==> config.mk <==
export PLATFORM = sky130hd
export DESIGN_NAME = alu_muldiv_seq
export DESIGN_NICKNAME = d
export VERILOG_FILES = /design/src/rtl/alu_pkg.sv /design/src/rtl/muldiv_step.sv /design/src/rtl/alu_muldiv_seq.sv
export SDC_FILE = /design/constraint.sdc
export NUM_CORES = 1
export LEC_CHECK = 0
export ABC_CLOCK_PERIOD_IN_PS = 3500
export BUFFER_PORTS_ARGS = -buffer_cell sky130_fd_sc_hd__buf_2
export CAP_MARGIN = 30
export CORE_MARGIN = 10
export CORE_UTILIZATION = 50
export DETAILED_ROUTE_END_ITERATION = 6
export PLACE_DENSITY = 0.67
export RECOVER_POWER = 25
export SLEW_MARGIN = 20
export SYNTH_ARGS = -nofsm -noshare
export SYNTH_HDL_FRONTEND = slang
export SYNTH_SLANG_ARGS = --single-unit
==> constraint.sdc <==
create_clock -name clk -period 3.5 [get_ports clk]
set_clock_uncertainty 0.05 [all_clocks]
set_input_delay 0.7 -clock clk [delete_from_list [all_inputs] [get_ports clk]]
set_output_delay 0.7 -clock clk [all_outputs]
set_load 0.03 [all_outputs]
==> src/rtl/alu_pkg.sv <==
// Shared definitions for the iterative multiply/divide stage: operation
// encodings, FSM state encoding and the default datapath width.
package alu_pkg;

   // Default operand/result width; one radix-2 step per bit.
   localparam int WIDTH_DEF = 16;

   // Multi-cycle ALU operation encodings, as driven on the op port.
   typedef enum logic [1:0] {
      OP_MUL_LO = 2'b00,
      OP_MUL_HI = 2'b01,
      OP_DIV    = 2'b10,
      OP_MOD    = 2'b11
   } op_t;

   // Sequencer states. The encoding is visible on the top-level debug port.
   typedef enum logic [1:0] {
      S_IDLE = 2'b00,
      S_RUN  = 2'b01,
      S_DONE = 2'b10
   } state_t;

   // Divide and modulo share the restoring-division datapath.
   function automatic logic is_div_op(input logic [1:0] op);
      return op[1];
   endfunction

endpackage

==> src/rtl/muldiv_step.sv <==
// One radix-2 iteration of either unsigned shift-add multiply or unsigned
// restoring division. Purely combinational; the caller owns the registers.
//
// Working register layout (2*WIDTH bits):
//   multiply : full product register. It is seeded with {0, multiplier}.
//              Each step adds the multiplicand into the high half when the
//              current LSB is set, then shifts the whole thing right by one.
//   divide   : {remainder[WIDTH-1:0], dividend/quotient[WIDTH-1:0]}. It is
//              seeded with {0, dividend}. Each step shifts the next dividend
//              bit into a WIDTH+1 bit partial remainder and trial-subtracts
//              the divisor. The quotient bit enters at the LSB.
module muldiv_step
   import alu_pkg::*;
#(
   parameter int WIDTH = WIDTH_DEF
) (
   input  logic               is_div,
   input  logic [2*WIDTH-1:0] acc_in,
   input  logic [WIDTH-1:0]   opnd,
   output logic [2*WIDTH-1:0] acc_out
);

   logic [WIDTH:0] mul_sum;
   logic [WIDTH:0] rem_shift;
   logic [WIDTH:0] rem_diff;
   logic           q_bit;

   // Single-iteration datapath for both modes. The mode mux sits at the end.
   always_comb begin
      mul_sum   = {1'b0, acc_in[2*WIDTH-1:WIDTH]}
                  + (acc_in[0] ? {1'b0, opnd} : {(WIDTH+1){1'b0}});
      rem_shift = {acc_in[2*WIDTH-1:WIDTH], acc_in[WIDTH-1]};
      rem_diff  = rem_shift - {1'b0, opnd};
      // No borrow means the divisor fits, so the quotient bit is 1.
      q_bit     = ~rem_diff[WIDTH];
      if (is_div) begin
         // When the divisor does not fit, rem_shift < divisor < 2**WIDTH.
         // Its top bit is therefore zero and is safe to drop.
         acc_out = {(q_bit ? rem_diff[WIDTH-1:0] : rem_shift[WIDTH-1:0]),
                    acc_in[WIDTH-2:0], q_bit};
      end else begin
         acc_out = {mul_sum, acc_in[WIDTH-1:1]};
      end
   end

endmodule

==> src/rtl/alu_muldiv_seq.sv <==
// Iterative unsigned multiply/divide stage feeding the accumulator D input.
// Takes operand A (accumulator Q feedback) and operand B (datapath). It runs
// one radix-2 step per clock and reports via a start/busy/done handshake.
//
// Handshake: start is sampled on each rising clk edge while in IDLE or DONE.
// An accepted start latches op/a/b. busy is high for exactly the WIDTH RUN
// cycles. done is high for the single DONE cycle. result/err/ovf change only
// on the edge entering DONE and hold otherwise, so they stay valid from done
// onward. start during RUN is dropped, not queued. A start in the DONE cycle
// begins the next op with no idle gap.
module alu_muldiv_seq
   import alu_pkg::*;
#(
   parameter int               WIDTH     = WIDTH_DEF,
   parameter logic [WIDTH-1:0] DIV0_QUOT = {WIDTH{1'b1}}
) (
   input  logic             clk,
   input  logic             rst,
   input  logic             start,
   input  logic [1:0]       op,
   input  logic [WIDTH-1:0] a,
   input  logic [WIDTH-1:0] b,
   output logic             busy,
   output logic             done,
   output logic [WIDTH-1:0] result,
   output logic             err,
   output logic             ovf,
   output state_t           dbg_state
);

   localparam int CW = (WIDTH > 1) ? $clog2(WIDTH) : 1;

   state_t             state_q;
   state_t             state_d;
   op_t                op_q;
   logic [WIDTH-1:0]   opnd_q;
   logic [2*WIDTH-1:0] acc_q;
   logic [2*WIDTH-1:0] acc_step;
   logic [CW-1:0]      cnt_q;

   logic               accept;
   logic               div0;
   logic               last_step;
   logic [WIDTH-1:0]   fin_result;
   logic               fin_ovf;

   assign last_step = (cnt_q == CW'(WIDTH - 1));
   assign dbg_state = state_q;

   muldiv_step #(
      .WIDTH (WIDTH)
   ) u_step (
      .is_div  (is_div_op(op_q)),
      .acc_in  (acc_q),
      .opnd    (opnd_q),
      .acc_out (acc_step)
   );

   // State register; reset discards any in-flight operation.
   always_ff @(posedge clk or posedge rst) begin
      if (rst) begin
         state_q <= S_IDLE;
      end else begin
         state_q <= state_d;
      end
   end

   // Next-state logic, start acceptance and handshake outputs.
   always_comb begin
      state_d = state_q;
      accept  = 1'b0;
      div0    = 1'b0;
      busy    = 1'b0;
      done    = 1'b0;
      case (state_q)
         S_IDLE, S_DONE: begin
            done = (state_q == S_DONE);
            if (start) begin
               accept = 1'b1;
               // Divide by zero needs no iterations; report it at once.
               if (is_div_op(op) && (b == '0)) begin
                  div0    = 1'b1;
                  state_d = S_DONE;
               end else begin
                  state_d = S_RUN;
               end
            end else begin
               state_d = S_IDLE;
            end
         end
         S_RUN: begin
            busy = 1'b1;
            if (last_step) begin
               state_d = S_DONE;
            end
         end
         default: begin
            state_d = S_IDLE;
         end
      endcase
   end

   // Latch operands on accept; advance the working register during RUN.
   always_ff @(posedge clk or posedge rst) begin
      if (rst) begin
         op_q   <= OP_MUL_LO;
         opnd_q <= '0;
         acc_q  <= '0;
         cnt_q  <= '0;
      end else if (accept) begin
         op_q  <= op_t'(op);
         cnt_q <= '0;
         if (is_div_op(op)) begin
            // Divisor is the fixed operand; dividend shifts out of acc.
            opnd_q <= b;
            acc_q  <= {{WIDTH{1'b0}}, a};
         end else begin
            // Multiplicand is the fixed operand; multiplier shifts out of acc.
            opnd_q <= a;
            acc_q  <= {{WIDTH{1'b0}}, b};
         end
      end else if (state_q == S_RUN) begin
         acc_q <= acc_step;
         cnt_q <= cnt_q + CW'(1);
      end
   end

   // Select the finished value from the last iteration's output.
   always_comb begin
      fin_result = '0;
      fin_ovf    = 1'b0;
      case (op_q)
         OP_MUL_LO: begin
            fin_result = acc_step[WIDTH-1:0];
            fin_ovf    = |acc_step[2*WIDTH-1:WIDTH];
         end
         OP_MUL_HI: fin_result = acc_step[2*WIDTH-1:WIDTH];
         OP_DIV:    fin_result = acc_step[WIDTH-1:0];
         OP_MOD:    fin_result = acc_step[2*WIDTH-1:WIDTH];
         default:   fin_result = '0;
      endcase
   end

   // Output registers load only on the edge entering DONE.
   always_ff @(posedge clk or posedge rst) begin
      if (rst) begin
         result <= '0;
         err    <= 1'b0;
         ovf    <= 1'b0;
      end else if (div0) begin
         result <= (op == OP_DIV) ? DIV0_QUOT : a;
         err    <= 1'b1;
         ovf    <= 1'b0;
      end else if ((state_q == S_RUN) && last_step) begin
         result <= fin_result;
         err    <= 1'b0;
         ovf    <= fin_ovf;
      end
   end

endmodule
==> results of run 1 <==
-- through the flow --
| step | setup WS (ns) | total power [mW] |
|---|---|---|
| after floorplan | 0.428 | 5.32 |
| final | 0.118 | 8.30 |
| after global routing | -0.00196 | 8.99 |
| after detailed placement | 0.0782 | 7.07 |
| after global placement | 0.0864 | 7.03 |
| after CTS | 0.0502 | 8.01 |
-- synthesized netlist by cell type (all sizes together), types with 2 or more instances --
cell and instances:
nand2b 7, clkbuf 24, o221ai 12, nor2b 11, a31oi 8, nand3 14
a21o 8, nand4 3, a221oi 2, and4 2, nor4b 2, or2 3
nor4 5, and3 2, nor2 32, buf 8, dfrtp 74, a311oi 7
a211o 3, mux2i 46, a41oi 3, nor3 21, o31a 3, a211oi 10
xor2 12, o21bai 2, xnor2 7, a311o 2, or3 6, ha 33
inv 30, a21oi 39, a22o 3, and2 21, o211ai 9, fa 2
nand2 81, o21ai 99, o21a 5
-- power by group --
| group | internal [mW] | switching (mW) |
|---|---|---|
| registers | 1.29 | 0.453 |
| logic | 2.36 | 3.31 |
| clock network | 0.550 | 0.339 |
| total | 4.20 | 4.10 |
-- logic make-up (layout without fill, tap and decap cells) --
family,count (synthesis),in the layout,share of synthesized area [%]
AO/OA/AOI/OAI,226,226,25.4
XOR/XNOR,19,19,2.94
adder cells (fa/ha/maj),35,35,7.99
buffers and inverters,62,145,4.30
flip-flops,74,74,32.7
multiplexers,47,47,8.32
AND/OR/NAND/NOR,212,212,18.3
-- registers in the layout, indices dropped and copies added, names as in the netlist --
signal     flops
acc_q         32
opnd_q        16
result        16
cnt_q          4
dbg_state      2
op_q           2
err            1
ovf            1
-- layout by cell type (no fill, tap or decap), types with 6 or more instances in the layout --
cell type and n:
a211oi_1 10, a21o_1 7, a21oi_1 39, a31oi_1 8, and2_1 20, buf_2 58, buf_4 40, clkbuf_16 9
dfrtp_1 73, ha_1 31, inv_1 30, mux2i_1 46, nand2_1 80, nand3_1 14, nor2_1 30, nor2b_1 10
nor3_1 21, o211ai_1 8, o21ai_0 97, o221ai_1 12, or3_1 6, xnor2_1 7, xor2_1 12
-- cell type report --
| cell class | count | area (um^2) |
|---|---|---|
| fill | 973 | 4340 |
| clock inverter | 3 | 40.0 |
| inverter | 30 | 113 |
| clock buffer | 13 | 240 |
| multi-input combinational | 539 | 3630 |
| sequential | 74 | 1850 |
| timing repair buffer | 99 | 596 |
| tap | 140 | 175 |
-- worst min-delay path by stage --
stage,startpoint,end,cells after the start
floorplan,cnt_q[3],cnt_q[3],1
global placement,result[1],result[1],2
detailed placement,cnt_q[3],cnt_q[3],1
CTS,cnt_q[3],cnt_q[3],1
global route,cnt_q[3],cnt_q[3],1
finish,cnt_q[3],cnt_q[3],1
-- per-layer routing --
metal / vias up / wire [um] / global-route usage [%]
met5: - / 0 / 0
met1: 2693 / 8090 / 30.6
met4: 0 / 461 / 6.36
li1: 2624 / - / -
met2: 245 / 7950 / 33.4
met3: 40 / 1490 / 4.54
-- what timing repair did --
| item | CTS | global route |
|---|---|---|
| buffers inserted | 0 | 6 |
| resized for setup | 0 | 12 |
| setup endpoints to repair | 0 | 7 |
==> impl_metrics.ini, run 1 <==
[drt]
wl_per_cell_um = 20.0
via_per_inst = 6.24
drt_iter0_drc = 528
drc = 0
first_pass_iters = 7
vias = 5602
wirelength_um = 18000
detail-route-antenna-nets = 0

[setup_path]
cp_common_cell = buf_4
cp.depth = 13
crit_arrival_ns = 3.53
crit_chain = buf_4 -> and2_1 -> ha_1 -> nor2b_1 -> buf_4 -> o21a_1 -> a311o_1 -> xnor2_1 -> nor2_1 -> a311oi_2 -> nand4_1 -> nor4b_2 -> a41oi_2
reg2reg_slack_ns = 0.12
startpoint = acc_q[0]
r2r_cells = 13
crit_family = compound AO/OA/AOI/OAI gates
worstReg2RegStart = acc_q[0]
critPathMaxFanout = 9
cp-endpoint = ovf
crit_required_ns = 3.65
reg2reg_to = ovf
critPathLaunchType = flip-flop
cp.buffers_inverters = 2
cp_slowest_cell = dfrtp_1
crit_type = reg -> reg
critPathMaxStageDelay_ns = 0.44
endpoint_kind = flip-flop

[clock_tree]
clock-sinks = 74
clk_latency_ns = 0.34
numCtsBuffers = 9
clockBufferDepth = 2
h-tree-depth = 3
cts_tree = done
hold_buffers = 0
clock-root-buffer = clkbuf_16
clk_pin_slew_ns = 0.06

[floorplanning]
die-area_mm2 = 0.0160
fp.coreArea_mm2 = 0.0110
initial_utilization_pct = 51.6
chipWidth_um = 126
fp.dieH_um = 126
num_rows = 38
io_pins = 59

[global_routing]
antenna_found_initial = 0
grt_pass1_vias = 5422
grtUsageTotal_pct = 22.0
overflow = 0
grt_max_degree = 55
grt_pass1_wl_um = 29100

[timing]
worst_slew_margin_rel_pct = 11.0
tns_ns = 0
hold_viol = 0
fin_crit_ns = 3.38
hold_ws_ns = 0.454
setup_viol = 0
tightest_slew_ns = 1.33
max_freq_ghz = 0.296
finalCritPeriodShare_pct = 96.6
drv_slew = 0

[place]
place_congestion = 0.953
io_buffers = 58
postPlaceCellArea_mm2 = 0.00628
post-place-cells = 876
dp_hpwl_um = 13800

[yosys]
yosysWarningCount = 0
async_reset_ff_share_pct = 100
yosysTopAreaCell = dfrtp_1
synth_area_mm2 = 0.00567
syn_nets = 747
ys.flop_type = dfrtp_1
ys_seq_area_share_pct = 32.7
synth_cells = 675
ys_ff_latch = 74
yosys-top-cells-area = dfrtp_1, o21ai_0, mux2i_1
yosysTopAreaCellShare_pct = 32.7
synth.avg_cell_area_um2 = 8.40
synth_edf_count = 0
synth_cell_types = 64

[pwr]
p_leak_nw = 2.99
p_per_area_mw_per_mm2 = 1250
vdd_drop_max_v = 0.000685

[cells_and_area]
diodes = 0
layoutNonFillerInstCount = 898
fin_area_mm2 = 0.00665
syn_to_final_growth_pct = 17.2
nNetsFinal = 825
post-route-util_pct = 60.5
drive_above_1_share_pct = 18.2

[run_status]
status = complete, no violations

[flow_run]
maxCapViolations = 0

[worst_hold_path]
holdCritPathClass = reg -> reg
No activity file was read; power rests on OpenSTA's default activity.
==> run 2, diff against run 1 <==
--- a/config.mk
+++ b/config.mk
@@ -11,6 +11,7 @@
 export CORE_MARGIN = 10
 export CORE_UTILIZATION = 50
 export DETAILED_ROUTE_END_ITERATION = 6
+export MAX_ROUTING_LAYER = met4
 export PLACE_DENSITY = 0.67
 export RECOVER_POWER = 25
 export SLEW_MARGIN = 20
==> run 2 against run 1 <==
  * Hold slack got worse by 0.0075 ns
  * Sequential power up 2%
  * Fmax increased by 1.0%
  * Critical endpoint unchanged
  * Highest routed layer unchanged
==> impl_metrics.ini, run 2 (synthesis gave the netlist of run 1 again) <==
[run_status]
status = complete, no violations

[setup_path]
endpoint_kind = flip-flop
crit_type = reg -> reg
crit_arrival_ns = 3.50
reg2reg_slack_ns = 0.15
cp_slowest_cell = a2111o_1
critPathLaunchType = flip-flop
crit_chain = inv_1 -> ha_2 -> fa_2 -> nand2b_1 -> a21o_1 -> a2111o_1 -> nand2_4 -> nor3_1 -> o31ai_1 -> and4_1 -> and3_1 -> a41oi_2
critPathMaxStageDelay_ns = 0.48
worstReg2RegStart = acc_q[15]
critPathMaxFanout = 7
r2r_cells = 12
crit_required_ns = 3.65
reg2reg_to = ovf

[drt]
wirelength_um = 17900
drt_iter0_drc = 440
via_per_inst = 6.15
met2_length_um = 8170
wl_met3_um = 1110
vias = 5493
top_layer_used = met4
detail-route-antenna-nets = 0
wl_per_cell_um = 20.0
drc = 0
first_pass_iters = 5
drt-met1-wl_um = 8360

[timing]
tightest_slew_ns = 1.49
worst_slew_margin_rel_pct = 0.995
tns_ns = 0
drv_slew = 0
finalCritPeriodShare_pct = 95.6
rsz0062_at_grt = false
hold_ws_ns = 0.446
hold_viol = 0
setup_viol = 0
max_freq_ghz = 0.299
fin_crit_ns = 3.35

[place]
io_buffers = 58
dp_hpwl_um = 13300
place_congestion = 1.01

[floorplanning]
io_pins = 59
fp.coreArea_mm2 = 0.0110
die-area_mm2 = 0.0160
fp.dieH_um = 126
initial_utilization_pct = 51.6
num_rows = 38
chipWidth_um = 126

[cells_and_area]
largest_reg_flops = 32
nNetsFinal = 820
reg_top3 = acc_q x32, opnd_q x16, result x16
layout_commonest_cell = o21ai_0
diodes = 0
syn_to_final_growth_pct = 16.1
post-route-util_pct = 59.9
drive_above_1_share_pct = 17.8
layout_common_cells = o21ai_0, nand2_1, dfrtp_1
largest-register = acc_q

[global_routing]
grt_pass1_vias = 5429
overflow = 0
grt_max_degree = 75
grtUsageTotal_pct = 22.2
antenna_found_initial = 0
grt_pass1_wl_um = 28500

[pwr]
net-switching-power_mw = 4.08
p_int_mw = 4.07
seqPwrFrac_pct = 21.8
p_leak_nw = 2.94
vdd_drop_max_v = 0.000763
power_frac_comb_pct = 67.6
switching_share_pct = 50.1
clkPwrFrac_pct = 10.6
p_per_area_mw_per_mm2 = 1240

[clock_tree]
clock-sinks = 74
numCtsBuffers = 9
hold_buffers = 0
h-tree-depth = 3
clockBufferDepth = 2
cts_tree = done
clock-root-buffer = clkbuf_16
clk_latency_ns = 0.34
clk_pin_slew_ns = 0.06

[worst_hold_path]
holdPathStages = 2
hp-start = result[1]
holdCritPathClass = reg -> reg
hold_path_end = result[1]

[flow_run]
maxCapViolations = 0
run 2: power groups by stage:
| stage | combinational [mW] | sequential (mW) | clock [mW] |
|---|---|---|---|
| 2_1_floorplan | 3.57 | 1.75 | 0 |
| 3_3_place_gp | 5.14 | 1.76 | 0 |
| 3_5_place_dp | 5.21 | 1.77 | 0 |
| 4_1_cts | 5.25 | 1.76 | 0.872 |
| 5_1_grt | 6.07 | 1.83 | 0.904 |
| 6_report | 5.51 | 1.78 | 0.863 |
run 2: layout make-up:
cell class	count	area, um^2
inverter	30	113
clock inverter	6	42.5
multi-input combinational	540	3610
timing repair buffer	93	547
fill	989	4400
tap	140	175
clock buffer	10	239
sequential	74	1850
run 2: layer usage:
metal / up-vias / global-route usage, %
met5: - / -
met4: 0 / 5.63
met3: 20 / 4.37
met2: 221 / 32.9
met1: 2633 / 30.2
li1: 2619 / -
run 2: repair_timing:
action                     CTS  global route
setup endpoints to repair    0             1
setup buffers                0             4
gates resized for setup      0             8
run 2: stage by stage:
step           setup WS (ns)  cell area (um^2)  instances  total power [mW]
3_5_place_dp          0.0774              6230        871              6.98
2_1_floorplan          0.428              5670        675              5.32
4_1_cts               0.0482              6520        887              7.88
3_3_place_gp           0.157              6230        871              6.90
5_1_grt               0.0190              6580        893              8.81
6_report               0.152              6580        893              8.15
run 2: how the worst max path moves through the flow:
stage,start,to,slack (ns),cells past startpoint
2_1_floorplan,acc_q[0],ovf,0.43,14
3_3_place_gp,acc_q[15],ovf,0.16,12
3_5_place_dp,acc_q[15],ovf,0.08,12
4_1_cts,acc_q[15],ovf,0.05,12
5_1_grt,acc_q[15],ovf,0.02,13
6_report,acc_q[15],ovf,0.15,12
run 2: worst max-delay path: cells and delay by family, from the launching register on:
family / cells / cell delay (ns)
adders and majority gates: 2 / 0.55
buffers and inverters: 1 / 0.08
DFF: 1 / 0.38
and+or+nand+nor: 5 / 0.87
AOI/OAI and AO/OA: 4 / 1.28
==> run 3, diff against run 2 <==
--- a/config.mk
+++ b/config.mk
@@ -6,7 +6,7 @@
 export NUM_CORES = 1
 export LEC_CHECK = 0
 export ABC_CLOCK_PERIOD_IN_PS = 3500
-export BUFFER_PORTS_ARGS = -buffer_cell sky130_fd_sc_hd__buf_2
+export BUFFER_PORTS_ARGS = -buffer_cell sky130_fd_sc_hd__buf_4
 export CAP_MARGIN = 30
 export CORE_MARGIN = 10
 export CORE_UTILIZATION = 50
==> run 3 against run 2 <==
  * The flow now finishes with violations (capacitance limit, slew limit)
  * Routed wire length rose by 3.0%
  * Global-route usage rose by 0.79 points
  * Non-clock buffer count unchanged
  * Die area unchanged
  * Setup slack worse by 0.063 ns
  * Fmax fell by 1.8%
  * Register-to-register slack got worse by 0.06 ns
  * Critical path type unchanged
==> impl_metrics.ini, run 3 (synthesis gave the netlist of run 1 again) <==
[timing]
finalWorstSetupSlack_ns = 0.0896
setup_viol = 0
fin_crit_ns = 3.41
tightest_slew_ns = 1.82
hold_viol = 0
worst_slew_margin_rel_pct = -21.4
drv_slew = 75
max_freq_ghz = 0.293
finalCritPeriodShare_pct = 97.4
rsz0062_at_grt = false

[cells_and_area]
largest_reg_flops = 32
reg_top3 = acc_q x32, opnd_q x16, result x16
drive_above_1_share_pct = 18.6
layout_common_cells = o21ai_0, buf_4, nand2_1
largest-register = acc_q
layout_commonest_cell = o21ai_0
seq_area_mm2 = 0.00185
nNetsFinal = 820
syn_to_final_growth_pct = 20.8
diodes = 0
n_fill_cell = 957
multi_input_area_mm2 = 0.00367

[drt]
vias = 5604
via_per_inst = 6.28
wl_per_cell_um = 20.6
first_pass_iters = 5
detail-route-antenna-nets = 0
drc = 0
drt_iter0_drc = 485
wirelength_um = 18400

[flow_run]
maxCapViolations = 1

[setup_path]
critPathMaxFanout = 8
crit_family = compound AO/OA/AOI/OAI gates
endpoint_kind = flip-flop
crit_type = reg -> reg
crit_chain = ha_2 -> fa_2 -> nand2b_1 -> a21o_1 -> a2111o_1 -> nand2_4 -> nor2_4 -> buf_4 -> a311oi_2 -> nand4_1 -> nor4b_2 -> a41oi_2
crit_arrival_ns = 3.56
critPathMaxStageDelay_ns = 0.47
crit_required_ns = 3.65
cp_slowest_cell = a2111o_1
cp.buffers_inverters = 1
critPathLaunchType = flip-flop

[clock_tree]
clock-sinks = 74
cts_tree = done
numCtsBuffers = 9
hold_buffers = 0
h-tree-depth = 3
clk_pin_slew_ns = 0.06
clockBufferDepth = 2
clock-root-buffer = clkbuf_16
clk_latency_ns = 0.33

[floorplanning]
fp.dieH_um = 126
die-area_mm2 = 0.0160
initial_utilization_pct = 51.6
chipWidth_um = 126
fp.coreArea_mm2 = 0.0110
io_pins = 59
num_rows = 38

[place]
io_buffers = 58
place_congestion = 0.987
post-place-ws_ns = -0.00671
dp_hpwl_um = 13800

[global_routing]
grt_pass1_wl_um = 29600
grt_pass1_vias = 5492
antenna_found_initial = 0
grt_max_degree = 75
overflow = 0
grtUsageTotal_pct = 23.0

[worst_hold_path]
holdCritPathClass = reg -> reg

[run_status]
violations = capacitance limit, slew limit
status = complete, but fails checks
-- run 3: cell types whose count changed in the layout (fill, tap and decap cells not counted), moves of 2 or more --
cell        before  now
buf_2           58    0
buf_4           33   91
clkinvlp_4       5    1
a311oi_2         5    3
a311oi_4         0    2
bufinv_16        0    2
clkbuf_8         1    3
ha_1            32   30
ha_2             1    3
-- run 3: repair_timing --
action / CTS / global route
pin swaps: 0 / 10
endpoints found under the hold margin: 0 / 0
resized for setup: 1 / 19
setup endpoints to repair: 1 / 1
gates cloned: 0 / 1
buffers inserted: 0 / 9
-- run 3: tightest hold or removal path, stage by stage, from the launching register on --
cell and delay [ns]:
dfrtp_1 0.34, a21oi_1 0.06, o21ai_0 0.06
-- run 3: final timing paths --
path,start,endpoint,slack [ns],cells after the start
worst min-delay path,result[1],result[1],0.45,2
worst max-delay path,opnd_q[0],ovf,0.09,12
min in group asynchronous,rst,acc_q[3],0.97,3
worst max register to register,opnd_q[0],ovf,0.09,12
max in group asynchronous,rst,op_q[1],1.23,3
worst min register to register,result[1],result[1],0.45,2
-- run 3: layer usage --
metal | wire [um] | track usage, % | share of wire [%] | vias to the layer above
li1 | - | - | - | 2621
met1 | 8310 | 31.0 | 45 | 2683
met2 | 8410 | 35.1 | 46 | 261
met3 | 1370 | 3.67 | 7.4 | 39
met4 | 323 | 5.83 | 1.8 | 0
met5 | 0 | - | 0 | -
-- run 3: metrics by stage --
| stage | area [um^2] | utilization (%) | hold WS, ns | std cells | TNS (ns) |
|---|---|---|---|---|---|
| 2_1_floorplan | 5670 | - | 0.407 | 675 | 0 |
| 3_3_place_gp | 6360 | 57.9 | 0.429 | 867 | 0 |
| 3_5_place_dp | 6360 | 57.9 | 0.443 | 867 | -0.00671 |
| 4_1_cts | 6710 | 61.1 | 0.421 | 883 | 0 |
| 5_1_grt | 6850 | 62.4 | 0.490 | 893 | 0 |
| 6_report | 6850 | 62.4 | 0.454 | 893 | 0 |
-- run 3: final cells by class --
cell class,count,share of cell area [%]
inverters,30,1.64
repair buffers,93,10.2
clock inverters,4,1.06
well taps,140,2.56
clock buffers,12,3.89
flip-flops and latches,74,27.1
multi-input cells,540,53.6
Power of run 3 is not shown: default switching activity piles up to over one toggle a cycle in this logic, so the estimate is an artifact.
